$ cat src/rtl/spi_cfg_responder.sv
// SPI mode-0 responder with a small readable/writable configuration register file.
// Optional build macro SPI_CFG_PARITY_EN appends an even-parity bit to every frame.
module spi_cfg_responder #(
    parameter int DATA_W      = 32,
    parameter int ADDR_W      = 7,
    parameter int NREG        = 8,
    parameter int SYNC_STAGES = 2
) (
    input  logic              clk,
    input  logic              rst,
    input  logic              spi_sel,
    input  logic              cs_b,
    input  logic              sclk,
    input  logic              mosi,
    output logic              miso,
    input  logic [ADDR_W-1:0] dbg_addr,
    output logic [DATA_W-1:0] dbg_data,
    output logic              frame_done,
    output logic              frame_err,
    output logic [15:0]       frame_cnt
);

`ifdef SPI_CFG_PARITY_EN
    localparam int PAR_W = 1;
`else
    localparam int PAR_W = 0;
`endif
    localparam int CMD_BITS   = 1 + ADDR_W;
    localparam int RX_W       = DATA_W + PAR_W;
    localparam int FRAME_BITS = CMD_BITS + RX_W;
    localparam int CNT_W      = $clog2(FRAME_BITS + 2) + 1;
    localparam int IDX_W      = (NREG > 1) ? $clog2(NREG) : 1;

    localparam logic [CNT_W-1:0]  CMD_LAST  = CNT_W'(CMD_BITS - 1);
    localparam logic [CNT_W-1:0]  FRAME_END = CNT_W'(FRAME_BITS);
    localparam logic [ADDR_W:0]   NREG_L    = (ADDR_W + 1)'(NREG);

    typedef enum logic [1:0] {IDLE, CMD, DATA} state_t;

    state_t state, state_next;

    logic [SYNC_STAGES-1:0] cs_sync, sclk_sync, mosi_sync;
    logic                   cs_d, sclk_d;
    logic                   cs_s, sclk_s, mosi_s;
    logic                   cs_fall, sclk_rise, sclk_fall;

    logic [CNT_W-1:0]    cnt;
    logic [CMD_BITS-1:0] cmd_sh;
    logic [RX_W-1:0]     rx_sh;
    logic [RX_W-1:0]     tx_sh;
    logic [RX_W-1:0]     tx_load;
    logic                fall_seen;

    logic [DATA_W-1:0] regs [NREG];

    logic              rw;
    logic [ADDR_W-1:0] addr;
    logic              addr_ok;
    logic [DATA_W-1:0] rd_data;
    logic [DATA_W-1:0] rx_data;
    logic              parity_ok;
    logic              frame_ok, frame_bad;

    // Chip select resets low so a frame already in flight when reset lifts is never picked up.
    always_ff @(posedge clk) begin
        if (rst) begin
            cs_sync   <= '0;
            sclk_sync <= '0;
            mosi_sync <= '0;
            cs_d      <= 1'b0;
            sclk_d    <= 1'b0;
        end else begin
            // NOTE: non-blocking assignments in clocked blocks keep every flop sampling pre-edge values.
            cs_sync   <= SYNC_STAGES'({cs_sync, cs_b});
            sclk_sync <= SYNC_STAGES'({sclk_sync, sclk});
            mosi_sync <= SYNC_STAGES'({mosi_sync, mosi});
            cs_d      <= cs_s;
            sclk_d    <= sclk_s;
        end
    end

    assign cs_s      = cs_sync[SYNC_STAGES-1];
    assign sclk_s    = sclk_sync[SYNC_STAGES-1];
    assign mosi_s    = mosi_sync[SYNC_STAGES-1];
    assign cs_fall   = cs_d & ~cs_s;
    assign sclk_rise = sclk_s & ~sclk_d;
    assign sclk_fall = ~sclk_s & sclk_d;

    assign rw      = cmd_sh[ADDR_W];
    assign addr    = cmd_sh[ADDR_W-1:0];
    assign addr_ok = {1'b0, addr} < NREG_L;
    assign rd_data = addr_ok ? regs[addr[IDX_W-1:0]] : '0;
    assign rx_data = rx_sh[RX_W-1 -: DATA_W];

    assign dbg_data = ({1'b0, dbg_addr} < NREG_L) ? regs[dbg_addr[IDX_W-1:0]] : '0;

`ifdef SPI_CFG_PARITY_EN
    // Even parity over rw, addr, data and the parity bit itself; only writes depend on it.
    assign parity_ok = !rw || !(^{cmd_sh, rx_sh});
    assign tx_load   = {rd_data, ^rd_data};
`else
    assign parity_ok = 1'b1;
    assign tx_load   = rd_data;
`endif

    always_ff @(posedge clk) begin
        if (rst) state <= IDLE;
        else     state <= state_next;
    end

    always_comb begin
        // NOTE: defaults first so no path through the case leaves a signal unassigned (no latches).
        state_next = state;
        frame_ok   = 1'b0;
        frame_bad  = 1'b0;
        case (state)
            IDLE: if (spi_sel && cs_fall) state_next = CMD;
            CMD: begin
                if (!spi_sel || cs_s) begin
                    frame_bad  = 1'b1;
                    state_next = IDLE;
                end else if (sclk_rise && cnt == CMD_LAST) begin
                    state_next = DATA;
                end
            end
            DATA: begin
                if (!spi_sel) begin
                    frame_bad  = 1'b1;
                    state_next = IDLE;
                end else if (cs_s) begin
                    state_next = IDLE;
                    if (cnt == FRAME_END && parity_ok) frame_ok  = 1'b1;
                    else                               frame_bad = 1'b1;
                end
            end
            default: state_next = IDLE;
        endcase
    end

    always_ff @(posedge clk) begin
        if (rst) begin
            cnt        <= '0;
            cmd_sh     <= '0;
            rx_sh      <= '0;
            tx_sh      <= '0;
            fall_seen  <= 1'b0;
            miso       <= 1'b0;
            frame_done <= 1'b0;
            frame_err  <= 1'b0;
            frame_cnt  <= '0;
            // NOTE: the register file is small and must read back 0 after reset, so it is reset explicitly.
            for (int i = 0; i < NREG; i++) regs[i] <= '0;
        end else begin
            frame_done <= frame_ok;
            frame_err  <= frame_bad;
            case (state)
                IDLE: begin
                    cnt       <= '0;
                    fall_seen <= 1'b0;
                    miso      <= 1'b0;
                end
                CMD: begin
                    if (sclk_rise) begin
                        cmd_sh <= {cmd_sh[CMD_BITS-2:0], mosi_s};
                        cnt    <= cnt + 1'b1;
                    end
                end
                DATA: begin
                    // The counter saturates so long overruns still compare unequal to a full frame.
                    if (sclk_rise) begin
                        rx_sh <= {rx_sh[RX_W-2:0], mosi_s};
                        if (cnt != '1) cnt <= cnt + 1'b1;
                    end
                    if (sclk_fall && !rw) begin
                        fall_seen <= 1'b1;
                        if (!fall_seen) {miso, tx_sh} <= {tx_load, 1'b0};
                        else            {miso, tx_sh} <= {tx_sh, 1'b0};
                    end
                end
                default: ;
            endcase
            if (frame_ok || frame_bad) miso <= 1'b0;
            if (frame_ok) begin
                frame_cnt <= frame_cnt + 16'd1;
                if (rw && addr_ok) regs[addr[IDX_W-1:0]] <= rx_data;
            end
        end
    end

endmodule

$ cat config.mk
export PLATFORM = sky130hd
export DESIGN_NAME = spi_cfg_responder
export DESIGN_NICKNAME = d
export VERILOG_FILES = /design/src/rtl/spi_cfg_responder.sv
export SDC_FILE = /design/constraint.sdc
export NUM_CORES = 1
export LEC_CHECK = 0
export ABC_AREA = 1
export CAP_MARGIN = 10
export CORE_AREA = 2 2 178 180
export CTS_CLUSTER_SIZE = 25
export DETAILED_ROUTE_END_ITERATION = 7
export DIE_AREA = 0 0 180 182
export PLACE_DENSITY = 0.88
export SKIP_LAST_GASP = 1
export SLEW_MARGIN = 20
export SYNTH_ARGS = -nofsm -noshare
export SYNTH_HDL_FRONTEND = slang
export SYNTH_SLANG_ARGS = --single-unit
$ cat constraint.sdc
create_clock -name clk -period 6.5 [get_ports clk]
set_input_delay 0.975 -clock clk [delete_from_list [all_inputs] [get_ports clk]]
set_output_delay 0.975 -clock clk [all_outputs]
set_load 0.05 [all_outputs]
=== Word-level counts from Yosys, hierarchy flattened ===
Memory sizes are Yosys's and may differ from the RTL's. A register that Yosys moved wholly into a read port is not among the register bits.
Index checks and enable logic that the tools add are counted.
Widths: inputs -> output; s select.

* Memories kept: 1
* Logic and storage cells: 95
* RAM bits: 256
* Register bits after elaboration: 109
* Bits of input ports: 13

* $lt $le $gt $ge: 2
* Add/subtract/negate cells: 2
* Equal/unequal tests: 12
* Muxes and demuxes: 38
* Bitwise operators: 6
* Reductions and logical operators: 19

{| class="wikitable"
|+ Memory list
! memory !! depth !! width !! read ports !! clocked after Yosys merged registers in !! write ports !! RTL line !! text
|-
| regs || 8 || 32 || 2 || 1 || 8 || 54 || <nowiki>logic [DATA_W-1:0] regs [NREG];</nowiki>
|}

{| class="wikitable"
|+ Operators by type and width
! cell !! number
|-
| $mux 32 || 4
|-
| $reduce_or 32->1 || 1
|-
| $mux 7 || 3
|-
| $pmux 7 s3 || 1
|-
| $mux 1 || 18
|-
| $add 16x1->16 const B || 1
|-
| $lt 7x4->1 const B || 2
|-
| $mux 2 || 5
|-
| $ne 2x2->1 const B || 5
|-
| $mux 3 || 3
|-
| $reduce_and 2->1 || 4
|-
| $add 7x1->7 const B || 1
|-
| $eq 7x3->1 const B || 1
|-
| $eq 7x6->1 const B || 1
|-
| $ne 7x7->1 const B || 1
|-
| $ne 3x3->1 const B || 2
|-
| $pmux 1 s2 || 3
|-
| $pmux 2 s3 || 1
|-
| $logic_and 1x1->1 || 4
|-
| $reduce_and 4->1 || 1
|-
| $and 1x1->1 || 3
|-
| $not 1->1 || 3
|-
| $reduce_and 3->1 || 1
|-
| $reduce_bool 3->1 || 1
|-
| 7 further kinds || 9
|}

=== Longest topological paths before layout ===
* Word-level depth: 10
* Mapped depth: 11

=== Least setup slack after synthesis ===
OpenSTA, ideal clock, no wires.

* Path type: input -> output
* Start: input port dbg_addr[1]
* End: output port dbg_data[0]
* Stages: 7
* Data required time: 5.525 ns
* Data arrival time: 2.572 ns
* Path buffers: 3
* Slack: 2.953 ns
* Cell sequence: buf_2 buf_2 clkbuf_1 o21ai_0 o21ai_0 o21ai_0 nor2_1

* Longest elaborated chain between the ends: 2
* Elaborated cells on any way between the ends: 3
* Classes of those cells: order compare: 1; mux: 1; memory: 1

{| class="wikitable"
|+ Ends and longest elaborated chain
! element !! RTL line !! text
|-
| start, declared || 16 || <nowiki>input logic [ADDR_W-1:0] dbg_addr,</nowiki>
|-
| $lt 7x4->1 or $mem_v2 8x32 (tied branches) || - ||
|-
| $mux 32 * || 95 || <nowiki>assign dbg_data = ({1'b0, dbg_addr} < NREG_L) ? regs[dbg_addr[IDX_W-1:0]] : '0;</nowiki>
|-
| end, declared || 17 || <nowiki>output logic [DATA_W-1:0] dbg_data,</nowiki>
|}

Every way passes the cells marked *; elsewhere a longest branch is shown, timed or not.

=== Worst setup path after layout ===
* Start: input port dbg_addr[0]
* End: output port dbg_data[9]

Same word-level chain as after synthesis.

==> impl_metrics.ini <==
[sta]
setup_tns_ns = 0
finClkSkew_ns = 0.0142
min_period_ns = 4.97
setup_viol = 0
maxSlewViolCount = 0
rsz0062_at_grt = false
period_share = 0.764
slew_headroom = 0.200
max_freq_ghz = 0.201
hold_viol = 0
worst_pin_slew_ns = 1.20

[setup_path]
required_ns = 5.52
cp_max_fo = 128
start_kind = input port
end_kind = output pin
critPathArrivalTime_ns = 3.99
crit_type = input port to output pin

[yosys]
synthXorXnorAreaFrac = 0.00144
synth_simple_gate_area_frac = 0.187
synth_top_family_by_area = simple AND/OR/NAND/NOR gates
muxShareOfSynthArea = 0.000549
syn_area_mm2 = 0.0182
syn_avg_cell_area_um2 = 8.36
synth_cells = 2180
ys_types = 34
syn_nets = 2200
synthAdderAreaFrac = 0.00481
synth_seq_area_share = 0.544
synth_compound_area_frac = 0.186
synth_seq_cells = 367
ys_warn_count = 0

[global_route]
overflow = 0
grt_usage = 0.307
antenna_found_initial = 0
grt_pass1_vias = 15900
grt_pass1_wl_mm = 80.9
grt_max_degree = 129

[layout]
syn_to_final_growth_pct = 10.1
fill_cells = 2351
drive_gt1_frac = 0.0533
regArea_mm2 = 0.00991
multi_input_area_mm2 = 0.00695
final_core_util = 0.647
nets = 2169

[routing]
vias_per_cell = 6.37
finalWirelength_mm = 52.0
drt_iter0_markers = 3317
dr.pass1.iters = 8
drc = 0
wl_per_cell_um = 20.1
ant_nets = 0
num_vias = 16400

[clock_network]
clk_latency_ns = 0.53
cts_tree = done
cts_buffers = 37
post-cts-setup-buffers = 0
cts.sinks = 367
h-tree-depth = 2
ctsHoldBuffers = 0
root_buffer = clkbuf_16
clockBufferDepth = 3
cts_resized = 0
clk_pin_slew_worst_paths_ns = 0.05

[placed_design]
gp_congestion = 0.862
io_buffers = 63
hpwl_mm = 28.4

[floorplanning]
rows = 65
die_area_mm2 = 0.0328
start_util = 0.588
core_area_mm2 = 0.0310
io-pin-count = 64
die_width_um = 180
dieHeight_um = 182

[pwr]
vdd_drop_max_v = 0.000189
p_seq_frac = 0.497
power.leakage_uw = 0.00693
p_switching_uw = 1220
p_sw_frac = 0.230
pwr-share-clk = 0.434
p_int_uw = 4080
pwr-share-comb = 0.070
power_density_mw_per_mm2 = 264

[worst_hold_path]
hold_class = flop to flop

[run]
cap_viol_max_count = 0

[run_status]
status = complete, no violations
==> final cells by class <==
class | count | area share
diodes | 1 | 0.000125
repair buffers | 87 | 0.0401
clock inverters | 13 | 0.0111
multi-input cells | 1502 | 0.347
inverters | 154 | 0.0288
clock buffers | 54 | 0.0539
well taps | 402 | 0.0251
flip-flops and latches | 367 | 0.494
==> cell usage after synthesis <==
library cell / count / share of area
o21ai_2: 1 / 0.00048
nor2_2: 4 / 0.0014
inv_1: 118 / 0.024
ha_1: 7 / 0.0048
nor2_8: 1 / 0.0011
nand3_2: 1 / 0.00055
buf_6: 24 / 0.015
xnor2_1: 3 / 0.0014
nor3_1: 5 / 0.0014
o21bai_1: 3 / 0.0012
dfxtp_1: 111 / 0.12
nand3_4: 8 / 0.0077
edfxtp_1: 256 / 0.42
o21ai_0: 426 / 0.12
clkbuf_1: 98 / 0.020
nand3_1: 113 / 0.031
inv_2: 4 / 0.00082
clkbuf_8: 2 / 0.0015
a21oi_1: 243 / 0.067
nand4_1: 10 / 0.0034
buf_1: 25 / 0.0052
nor2_1: 563 / 0.12
o211ai_1: 1 / 0.00041
nand3b_1: 1 / 0.00041
mux2i_1: 1 / 0.00055
nor2_4: 2 / 0.0012
buf_2: 7 / 0.0019
nand2_2: 1 / 0.00034
buf_4: 1 / 0.00041
clkinv_1: 32 / 0.0066
nand2_1: 105 / 0.022
nor4_1: 1 / 0.00034
o22ai_1: 1 / 0.00034
nand2_4: 1 / 0.00062
==> metal layers <==
metal,global-route usage,part of all wire,vias up,wire [um]
li1,-,-,7341,-
met2,0.512,0.47,1291,24600
met5,0,0,-,0
met3,0.0574,0.13,223,6580
met1,0.386,0.36,7589,18600
met4,0.149,0.041,0,2150
==> cell usage in the layout, fill, tap and decap left out, types with 10 or more instances in the layout <==
| master | count |
|---|---|
| nand4_1 | 10 |
| dfxtp_1 | 109 |
| o21ai_0 | 426 |
| buf_4 | 25 |
| inv_1 | 116 |
| edfxtp_1 | 256 |
| nand2_1 | 100 |
| a21oi_1 | 243 |
| clkbuf_16 | 38 |
| nor2_1 | 562 |
| nand3_1 | 113 |
| clkinv_1 | 35 |
| clkdlybuf4s50_1 | 60 |
==> worst max-delay path, cell delays in order <==
cell             delay [ns]
buf_6                  0.63
buf_4                  0.66
o21ai_0                0.16
o21ai_0                0.24
o21ai_0                0.13
nor2_1                 0.28
clkdlybuf4s50_1        0.86
==> power by group through the flow <==
stage                     combinational (uW)  sequential, uW  clock, uW
after floorplan                          248            2660          0
after global placement                   336            2670          0
after detailed placement                 352            2670          0
after CTS                                356            2630       2290
after global routing                     399            2630       2380
final                                    369            2630       2300
==> cells by family (layout without fill, tap and decap cells) <==
logic type               count (synthesis)  after routing
flip-flops                             367            367
multiplexers                             1              1
adder cells (fa/ha/maj)                  7              7
buffers and inverters                  311            308
XOR/XNOR                                 3              3
AND/OR/NAND/NOR                        816            816
AO/OA/AOI/OAI                          675            675
other                                    0              1
==> registers in the layout (all words and copies together) (netlist names), named ones only <==
register    cells
tx_sh          31
miso            1
sclk_d          1
regs          256
frame_err       1
rx_data        32
fall_seen       1
frame_cnt      16
mosi_sync       2
cmd_sh          8
cs_d            1
cnt             7
state           2
cs_sync         2
sclk_sync       2
frame_done      1
==> through the flow <==
stage	total power (uW)	setup slack, ns	std cells	cell area (um2)	hold WS [ns]
finish	5290	1.53	2580	20100	0.401
global route	5420	1.41	2579	20100	0.419
CTS	5270	1.44	2579	20100	0.401
detailed placement	3030	1.46	2512	18700	0.393
global placement	3000	1.57	2512	18700	0.390
floorplan	2910	2.95	2180	18200	0.388
==> final timing paths <==
path,startpoint,to,slack [ns],cells past startpoint
max,dbg_addr[0],dbg_data[9],1.53,7
min,cs_sync[0],cs_sync[1],0.40,2
min reg2reg,cs_sync[0],cs_sync[1],0.40,2
max reg2reg,state[0],regs[4][7],2.76,9
No activity file was read; power rests on OpenSTA's default activity.
